==> src/rtl/cond_sel_pkg.sv <==
// Shared constants and width helpers for the conditional selector pipeline.
package cond_sel_pkg;

   localparam int DEF_WIDTH    = 4;
   localparam int DEF_CHANNELS = 4;

   function automatic int clog2(input int value);
      int result;
      result = 0;
      for (int v = value - 1; v > 0; v = v >> 1) begin
         result++;
      end
      return result;
   endfunction

   // A single channel still needs a one-bit index port.
   function automatic int idx_width(input int channels);
      return (channels <= 1) ? 1 : clog2(channels);
   endfunction

endpackage

==> src/rtl/cond_sel_if.sv <==
// Handshake and data bundle between a producer/consumer (master) and cond_sel_pipe (slave).
interface cond_sel_if
   import cond_sel_pkg::*;
#(
   parameter int WIDTH    = DEF_WIDTH,
   parameter int CHANNELS = DEF_CHANNELS
) ();

   localparam int IDX_W = idx_width(CHANNELS);

   logic                      in_valid;
   logic                      in_ready;
   logic [CHANNELS*WIDTH-1:0] data_i;
   logic [CHANNELS*WIDTH-1:0] cond_i;
   logic [WIDTH-1:0]          default_i;
   logic                      out_valid;
   logic                      out_ready;
   logic [WIDTH-1:0]          y;
   logic                      hit;
   logic [IDX_W-1:0]          hit_idx;

   modport master (
      output in_valid, data_i, cond_i, default_i, out_ready,
      input  in_ready, out_valid, y, hit, hit_idx
   );

   modport slave (
      input  in_valid, data_i, cond_i, default_i, out_ready,
      output in_ready, out_valid, y, hit, hit_idx
   );

endinterface

==> src/rtl/cond_sel_prio.sv <==
// Combinational priority encoder and mux: lowest-index channel with a nonzero condition wins.
module cond_sel_prio
   import cond_sel_pkg::*;
#(
   parameter int WIDTH    = DEF_WIDTH,
   parameter int CHANNELS = DEF_CHANNELS,
   localparam int IDX_W   = idx_width(CHANNELS)
) (
   input  logic [CHANNELS*WIDTH-1:0] data_i,
   input  logic [CHANNELS*WIDTH-1:0] cond_i,
   input  logic [WIDTH-1:0]          fallback,
   output logic [WIDTH-1:0]          sel_y,
   output logic                      sel_hit,
   output logic [IDX_W-1:0]          sel_idx
);

   // Scan from the top down so the lowest qualifying index is the last to overwrite.
   always_comb begin
      sel_y   = fallback;
      sel_hit = 1'b0;
      sel_idx = '0;
      for (int k = CHANNELS - 1; k >= 0; k--) begin
         if (|cond_i[k*WIDTH +: WIDTH]) begin
            sel_y   = data_i[k*WIDTH +: WIDTH];
            sel_hit = 1'b1;
            sel_idx = IDX_W'(k);
         end
      end
   end

endmodule

==> src/rtl/cond_sel_pipe.sv <==
// Registered N-way conditional selector behind a valid/ready handshake.
// Define COND_SEL_HOLD_EN to make a miss reuse the last accepted hit value instead of default_i.
module cond_sel_pipe
   import cond_sel_pkg::*;
#(
   parameter int WIDTH    = DEF_WIDTH,
   parameter int CHANNELS = DEF_CHANNELS
) (
   input logic      clk,
   input logic      rst_n,
   cond_sel_if.slave bus
);

   localparam int IDX_W = idx_width(CHANNELS);

   logic             in_ready;
   logic             accept;
   logic [WIDTH-1:0] fallback;
   logic [WIDTH-1:0] sel_y;
   logic             sel_hit;
   logic [IDX_W-1:0] sel_idx;

   logic             valid_q;
   logic [WIDTH-1:0] y_q;
   logic             hit_q;
   logic [IDX_W-1:0] idx_q;

   assign in_ready = !valid_q || bus.out_ready;
   assign accept   = bus.in_valid && in_ready;

`ifdef COND_SEL_HOLD_EN
   logic [WIDTH-1:0] held_q;

   always_ff @(posedge clk or negedge rst_n) begin
      if (!rst_n) begin
         held_q <= '0;
      end else if (accept && sel_hit) begin
         held_q <= sel_y;
      end
   end

   assign fallback = held_q;
`else
   assign fallback = bus.default_i;
`endif

   cond_sel_prio #(
      .WIDTH    (WIDTH),
      .CHANNELS (CHANNELS)
   ) u_prio (
      .data_i   (bus.data_i),
      .cond_i   (bus.cond_i),
      .fallback (fallback),
      .sel_y    (sel_y),
      .sel_hit  (sel_hit),
      .sel_idx  (sel_idx)
   );

   // A drain with a simultaneous accept keeps valid high; a bare drain clears it.
   always_ff @(posedge clk or negedge rst_n) begin
      if (!rst_n) begin
         valid_q <= 1'b0;
      end else if (accept) begin
         valid_q <= 1'b1;
      end else if (bus.out_ready) begin
         valid_q <= 1'b0;
      end
   end

   always_ff @(posedge clk or negedge rst_n) begin
      if (!rst_n) begin
         y_q   <= '0;
         hit_q <= 1'b0;
         idx_q <= '0;
      end else if (accept) begin
         y_q   <= sel_y;
         hit_q <= sel_hit;
         idx_q <= sel_idx;
      end
   end

   assign bus.in_ready  = in_ready;
   assign bus.out_valid = valid_q;
   assign bus.y         = y_q;
   assign bus.hit       = hit_q;
   assign bus.hit_idx   = idx_q;

endmodule
==> src/flat_wrapper.sv <==
// flat-port wrapper written by rule: the top's interface ports become plain ports
module cond_sel_pipe_flat import cond_sel_pkg::*;
#(
   parameter int WIDTH    = DEF_WIDTH,
   parameter int CHANNELS = DEF_CHANNELS
)
  (clk, rst_n, bus_in_valid, bus_data_i, bus_cond_i, bus_default_i, bus_out_ready, bus_in_ready, bus_out_valid, bus_y, bus_hit, bus_hit_idx);
  cond_sel_if #(.WIDTH(WIDTH), .CHANNELS(CHANNELS)) bus_i ();
  input logic clk;
  input logic rst_n;
  input wire logic [$bits(bus_i.in_valid)-1:0] bus_in_valid;
  input wire logic [$bits(bus_i.data_i)-1:0] bus_data_i;
  input wire logic [$bits(bus_i.cond_i)-1:0] bus_cond_i;
  input wire logic [$bits(bus_i.default_i)-1:0] bus_default_i;
  input wire logic [$bits(bus_i.out_ready)-1:0] bus_out_ready;
  output wire logic [$bits(bus_i.in_ready)-1:0] bus_in_ready;
  output wire logic [$bits(bus_i.out_valid)-1:0] bus_out_valid;
  output wire logic [$bits(bus_i.y)-1:0] bus_y;
  output wire logic [$bits(bus_i.hit)-1:0] bus_hit;
  output wire logic [$bits(bus_i.hit_idx)-1:0] bus_hit_idx;
  assign bus_i.in_valid = bus_in_valid;
  assign bus_i.data_i = bus_data_i;
  assign bus_i.cond_i = bus_cond_i;
  assign bus_i.default_i = bus_default_i;
  assign bus_i.out_ready = bus_out_ready;
  assign bus_in_ready = bus_i.in_ready;
  assign bus_out_valid = bus_i.out_valid;
  assign bus_y = bus_i.y;
  assign bus_hit = bus_i.hit;
  assign bus_hit_idx = bus_i.hit_idx;
  cond_sel_pipe #(.WIDTH(WIDTH), .CHANNELS(CHANNELS)) u_core (.clk(clk), .rst_n(rst_n), .bus(bus_i));
endmodule
==> config.mk <==
export PLATFORM = sky130hd
export DESIGN_NAME = cond_sel_pipe_flat
export DESIGN_NICKNAME = d
export VERILOG_FILES = /design/src/rtl/cond_sel_pkg.sv /design/src/rtl/cond_sel_if.sv /design/src/rtl/cond_sel_prio.sv /design/src/rtl/cond_sel_pipe.sv /design/src/flat_wrapper.sv
export SDC_FILE = /design/constraint.sdc
export NUM_CORES = 1
export LEC_CHECK = 0
export ABC_AREA = 1
export BUFFER_PORTS_ARGS = -buffer_cell sky130_fd_sc_hd__buf_2
export CAP_MARGIN = 20
export CORE_UTILIZATION = 35
export DETAILED_ROUTE_END_ITERATION = 7
export HOLD_SLACK_MARGIN = 0.1
export PLACE_DENSITY = 0.85
export SYNTH_ARGS = -nofsm -noshare
export SYNTH_HDL_FRONTEND = slang
export SYNTH_SLANG_ARGS = --single-unit
==> constraint.sdc <==
create_clock -name clk -period 1.2 [get_ports clk]
set_input_delay 0.06 -clock clk [delete_from_list [all_inputs] [get_ports clk]]
set_output_delay 0.06 -clock clk [all_outputs]
set_load 0.01 [all_outputs]
# Word level (Yosys, flattened, before mapping)
# Cells that the tools add are included.
[op_classes]
mux = 14
reduce_logical = 8
[ops]
columns = ["op", "n"]
rows = [
  ["4-bit 2-to-1 mux", 4],
  ["4-bit OR reduction", 4],
  ["2-bit 2-to-1 mux", 4],
  ["1-bit 2-to-1 mux", 6],
  ["2-bit nonzero test", 1],
  ["1-bit logical AND", 1],
  ["1-bit logical NOT", 1],
  ["1-bit logical OR", 1],
]
[word_totals]
input_bits = 40
word_cells = 26
reg_bits = 8
out_inout_bits = 9

# Logic depth before layout (Yosys ltp)
[depth]
depth_word = 5
depth_mapped = 7
mapped_depth_nobuf = 7

# Cells and area by module
# A second synthesis with hierarchy kept.
[unflattened]
cells_unflattened = 89
hier_area_um2 = 604.3
[modules_own_cells]
columns = ["mod", "n_inst", "area_per_inst_um2", "cells_each", "seq_area_each_um2"]
rows = [
  ["cond_sel_pipe", 1, 334.1, 34, 200.2],
  ["cond_sel_prio", 1, 270.3, 55, 0.0],
]

# Worst setup path after synthesis
# Ideal clock, no wire load.
[synth_path]
path_kind = "reg-to-reg"
from = "register u_core.valid_q, in the netlist u_core.bus.out_valid"
to = "register u_core.idx_q[1], in the netlist u_core.bus.hit_idx[1]"
path_buffers = 0
setup_time_ps = 76
slack_ps = 161
period_less_slack_ps = 1039
t_required_ps = 1124
t_arrival_ps = 962
stages_incl_launch_ff = 6
cell_sequence = "dfrtp_1 nand2_1 nand2_4 nor2_1 nand2_1 o21ai_1"
[synth_via]
elab_chain_cells = 3
[synth_lines]
columns = ["item", "line_no", "source"]
rows = [
  ["from (decl)", "cond_sel_pipe.sv:23", "logic valid_q;"],
  ["from (signal assigned)", "cond_sel_pipe.sv:62", "valid_q <= 1'b0;"],
  ["from (signal assigned)", "cond_sel_pipe.sv:64", "valid_q <= 1'b1;"],
  ["from (signal assigned)", "cond_sel_pipe.sv:66", "valid_q <= 1'b0;"],
  ["1-bit logical NOT", "cond_sel_pipe.sv:28", "assign in_ready = !valid_q || bus.out_ready;"],
  ["1-bit logical OR", "cond_sel_pipe.sv:28", ""],
  ["via bus_in_ready", "flat_wrapper.sv:16", "output wire logic [$bits(bus_i.in_ready)-1:0] bus_in_ready;"],
  ["1-bit logical AND", "cond_sel_pipe.sv:29", "assign accept = bus.in_valid && in_ready;"],
  ["to (signal assigned)", "cond_sel_pipe.sv:78", "idx_q <= sel_idx;"],
  ["to (decl)", "cond_sel_pipe.sv:26", "logic [IDX_W-1:0] idx_q;"],
]
# The timed path passes the listed nets, and every way through them passes these cells.
# A chain may end at the register's enable or synchronous reset.

# Worst setup path in the final report
[layout_path]
from = "register u_core.valid_q, in the netlist u_core.bus.out_valid"
to = "register u_core.idx_q[1], in the netlist u_core.bus.hit_idx[1]"
[layout_via]
elab_chain_cells = 3
[layout_lines]
columns = ["item", "line_no"]
rows = [
  ["1-bit logical NOT", "cond_sel_pipe.sv:28"],
  ["1-bit logical OR", "cond_sel_pipe.sv:28"],
  ["1-bit logical AND", "cond_sel_pipe.sv:29"],
]
# Every way passes these cells.

==> impl_metrics.yaml <==
floorplanning:
  io_pins: 49
  die_area_um2: 1710
  start_util_pct: 39.6
  die_h_um: 41.3
  core_area_um2: 1370
  rows: 13
  die_w_um: 41.3
final_layout:
  final_cell_count_no_fill: 144
  nets: 171
  antenna_cells: 0
  syn_to_final_growth_pct: 53.9
  drive_gt1_share_pct: 50.4
  design_area_um2: 832
  n_fill_cell: 141
synthesis:
  seq_area_frac_synth_pct: 37.0
  syn_inst: 77
  ys_ff_latch: 8
  yosysWarnings: 0
  synth.avg_cell_area_um2: 7.02
  synth.distinct_cells: 15
  syn_area_um2: 541
  synth_fp_nets: 117
sta:
  setup_ws_ns: 0.204
  fmax_ghz: 1.00
  grt_setup_unrepaired: "no"
  fin_crit_ns: 0.996
  fin_tns_setup_ns: 0
  clock_skew_ns: 0.00123
  tightest_slew_ns: 0.198
  relSlewSlack_pct: 86.7
  hold_viol: 0
  drv_slew: 0
  period_share_pct: 83.0
  setup_viol: 0
clock_tree:
  ctsResizeCount: 0
  htreeDepth: 1
  cts.clk_slew.worst_paths_ns: 0.05
  clk_latency_ns: 0.24
  clockBufferDepth: 2
  clkSinkCount: 8
  cts-root-buf: "clkbuf_4"
  cts_buffers: 3
  cts_tree: "done"
route:
  wl_met2_um: 657
  wl_per_cell_um: 9.71
  ant_nets: 0
  wl_met3_um: 160
  dr.max_layer_used: "met3"
  drc_errors: 0
  avgViaCountPerCell: 4.91
  first_pass_iters: 4
  drt_wl_total_um: 1400
  vias: 707
  wl_met1_um: 580
  drt_iter0_drc: 15
grt:
  grt_antenna_before_repair: 0
  grtUsageTotal_pct: 17.0
  overflow: 0
  first_global_vias: 521
  grt_max_degree: 11
  grt_pass1_wl_um: 1920
critical_path:
  slowest_delay_ns: 0.36
  cp.required_ns: 1.37
  cp_cell_sequence: "nand2_1 > nand2_4 > nor2_1 > nand2_1 > o21ai_1"
  cp_common_cell: "nand2_1"
  crit_type: "reg2reg"
  path_delay_family: "simple AND/OR/NAND/NOR gates"
  start_kind: "register"
  crit_arrival_ns: 1.17
  cp_max_fo: 10
  crit_slowest_cell: "dfrtp_1"
  critical_path_buf_inv_count: 0
  cp-end-kind: "register"
flow_run:
  cap_violations: 0
place:
  place_ws_ns: 0.215
  dp_hpwl_um: 1220
  gp_congestion: 0.840
  place_area_um2: 800
  io_buffers: 48
  place_inst: 140
power:
  powerDensity_nw_per_um2: 839
  finalPower_w: 0.000698
  ir_drop_mv: 0.287
  leakage_nw: 0.427
min_path:
  hp-class: "in2reg"
status:
  status: "finished, final reports clean"
-- registers in the layout, indices dropped and copies added (netlist names) --
register              flops
u_core.bus.y              4
u_core.bus.hit_idx        2
u_core.bus.hit            1
u_core.bus.out_valid      1
-- repair_timing --
item,in CTS,in global routing
hold endpoints to repair,8,0
setup buffers,0,0
hold buffers,1,0
-- per-layer routing --
layer	vias up	track usage, %
met4	0	7.26
met2	49	31.3
met1	298	19.7
li1	360	-
met5	-	0
met3	0	1.60
-- layout make-up --
class	instances	area [um^2]	share of cell area (%)
sequential	8	200	24.1
inverter	4	15.0	1.80
multi-input combinational	65	325	39.1
clock buffer	3	22.5	2.71
timing repair buffer	49	250	30.1
tap	15	18.8	2.26
-- cells in the mapped netlist --
cell type  count  share of area (%)
o31ai_1        1                1.4
inv_2          3                2.1
nor2_4         1                2.1
o21ai_1        1               0.93
nand2_2        2                2.3
nand2_4        2                4.2
nor2_1        20                 14
dfrtp_1        8                 37
a31oi_1        1                1.2
a21oi_1        9                8.3
inv_1          1               0.69
nor2_2         2                2.3
nand2_1       14                9.7
nand3_1        8                7.4
a21oi_2        4                6.5
-- metrics by stage --
step	util, %	hold WS, ns
final	60.9	0.105
after global placement	58.5	-0.0946
after CTS	60.9	0.100
after detailed placement	58.5	-0.0919
after global routing	60.9	0.109
after floorplan	-	-0.236
-- path summary, 6_finish.rpt --
path,start,to,slack [ns],cells after the start
worst max-delay path,u_core.bus.out_valid$_DFFE_PN0P_,u_core.bus.hit_idx[1]$_DFFE_PN0P_,0.20,5
worst min-delay path,bus_in_valid,u_core.bus.out_valid$_DFFE_PN0P_,0.10,3
worst max register to register,u_core.bus.out_valid$_DFFE_PN0P_,u_core.bus.hit_idx[1]$_DFFE_PN0P_,0.20,5
worst min register to register,u_core.bus.hit_idx[0]$_DFFE_PN0P_,u_core.bus.hit_idx[0]$_DFFE_PN0P_,0.49,2
max in group asynchronous,rst_n,u_core.bus.y[2]$_DFFE_PN0P_,0.85,2
min in group asynchronous,rst_n,u_core.bus.out_valid$_DFFE_PN0P_,0.18,2
-- cells in the final DEF (no fill, tap or decap), drive strengths merged --
cell type and count:
dfrtp 8, nor2 23, a21oi 13, o31ai 1, o21ai 1, clkbuf 3, nand2 18, buf 48
inv 4, dlygate4sd3 1, nand3 8, a31oi 1
-- power by group --
part	total [W]	internal [W]	switching [W]	leakage (nW)
clock network	0.000191	0.000114	0.0000780	0.0138
registers	0.000307	0.000296	0.0000112	0.0922
logic	0.000200	0.0000980	0.000102	0.321
total	0.000698	0.000507	0.000191	0.427
-- cell families (layout without fill, tap and decap cells) --
logic type             Yosys count  count (layout)  synth area share [%]
and+or+nand+nor                 49              49                  41.9
AOI/OAI and AO/OA               16              16                  18.3
buffers and inverters            4              56                  2.78
DFF                              8               8                  37.0
-- worst min-delay path, cell delays in order --
cell,delay (ns)
buf_2,0.10
nand2_4,0.09
nand2_1,0.06
No activity file was read; power rests on OpenSTA's default activity.
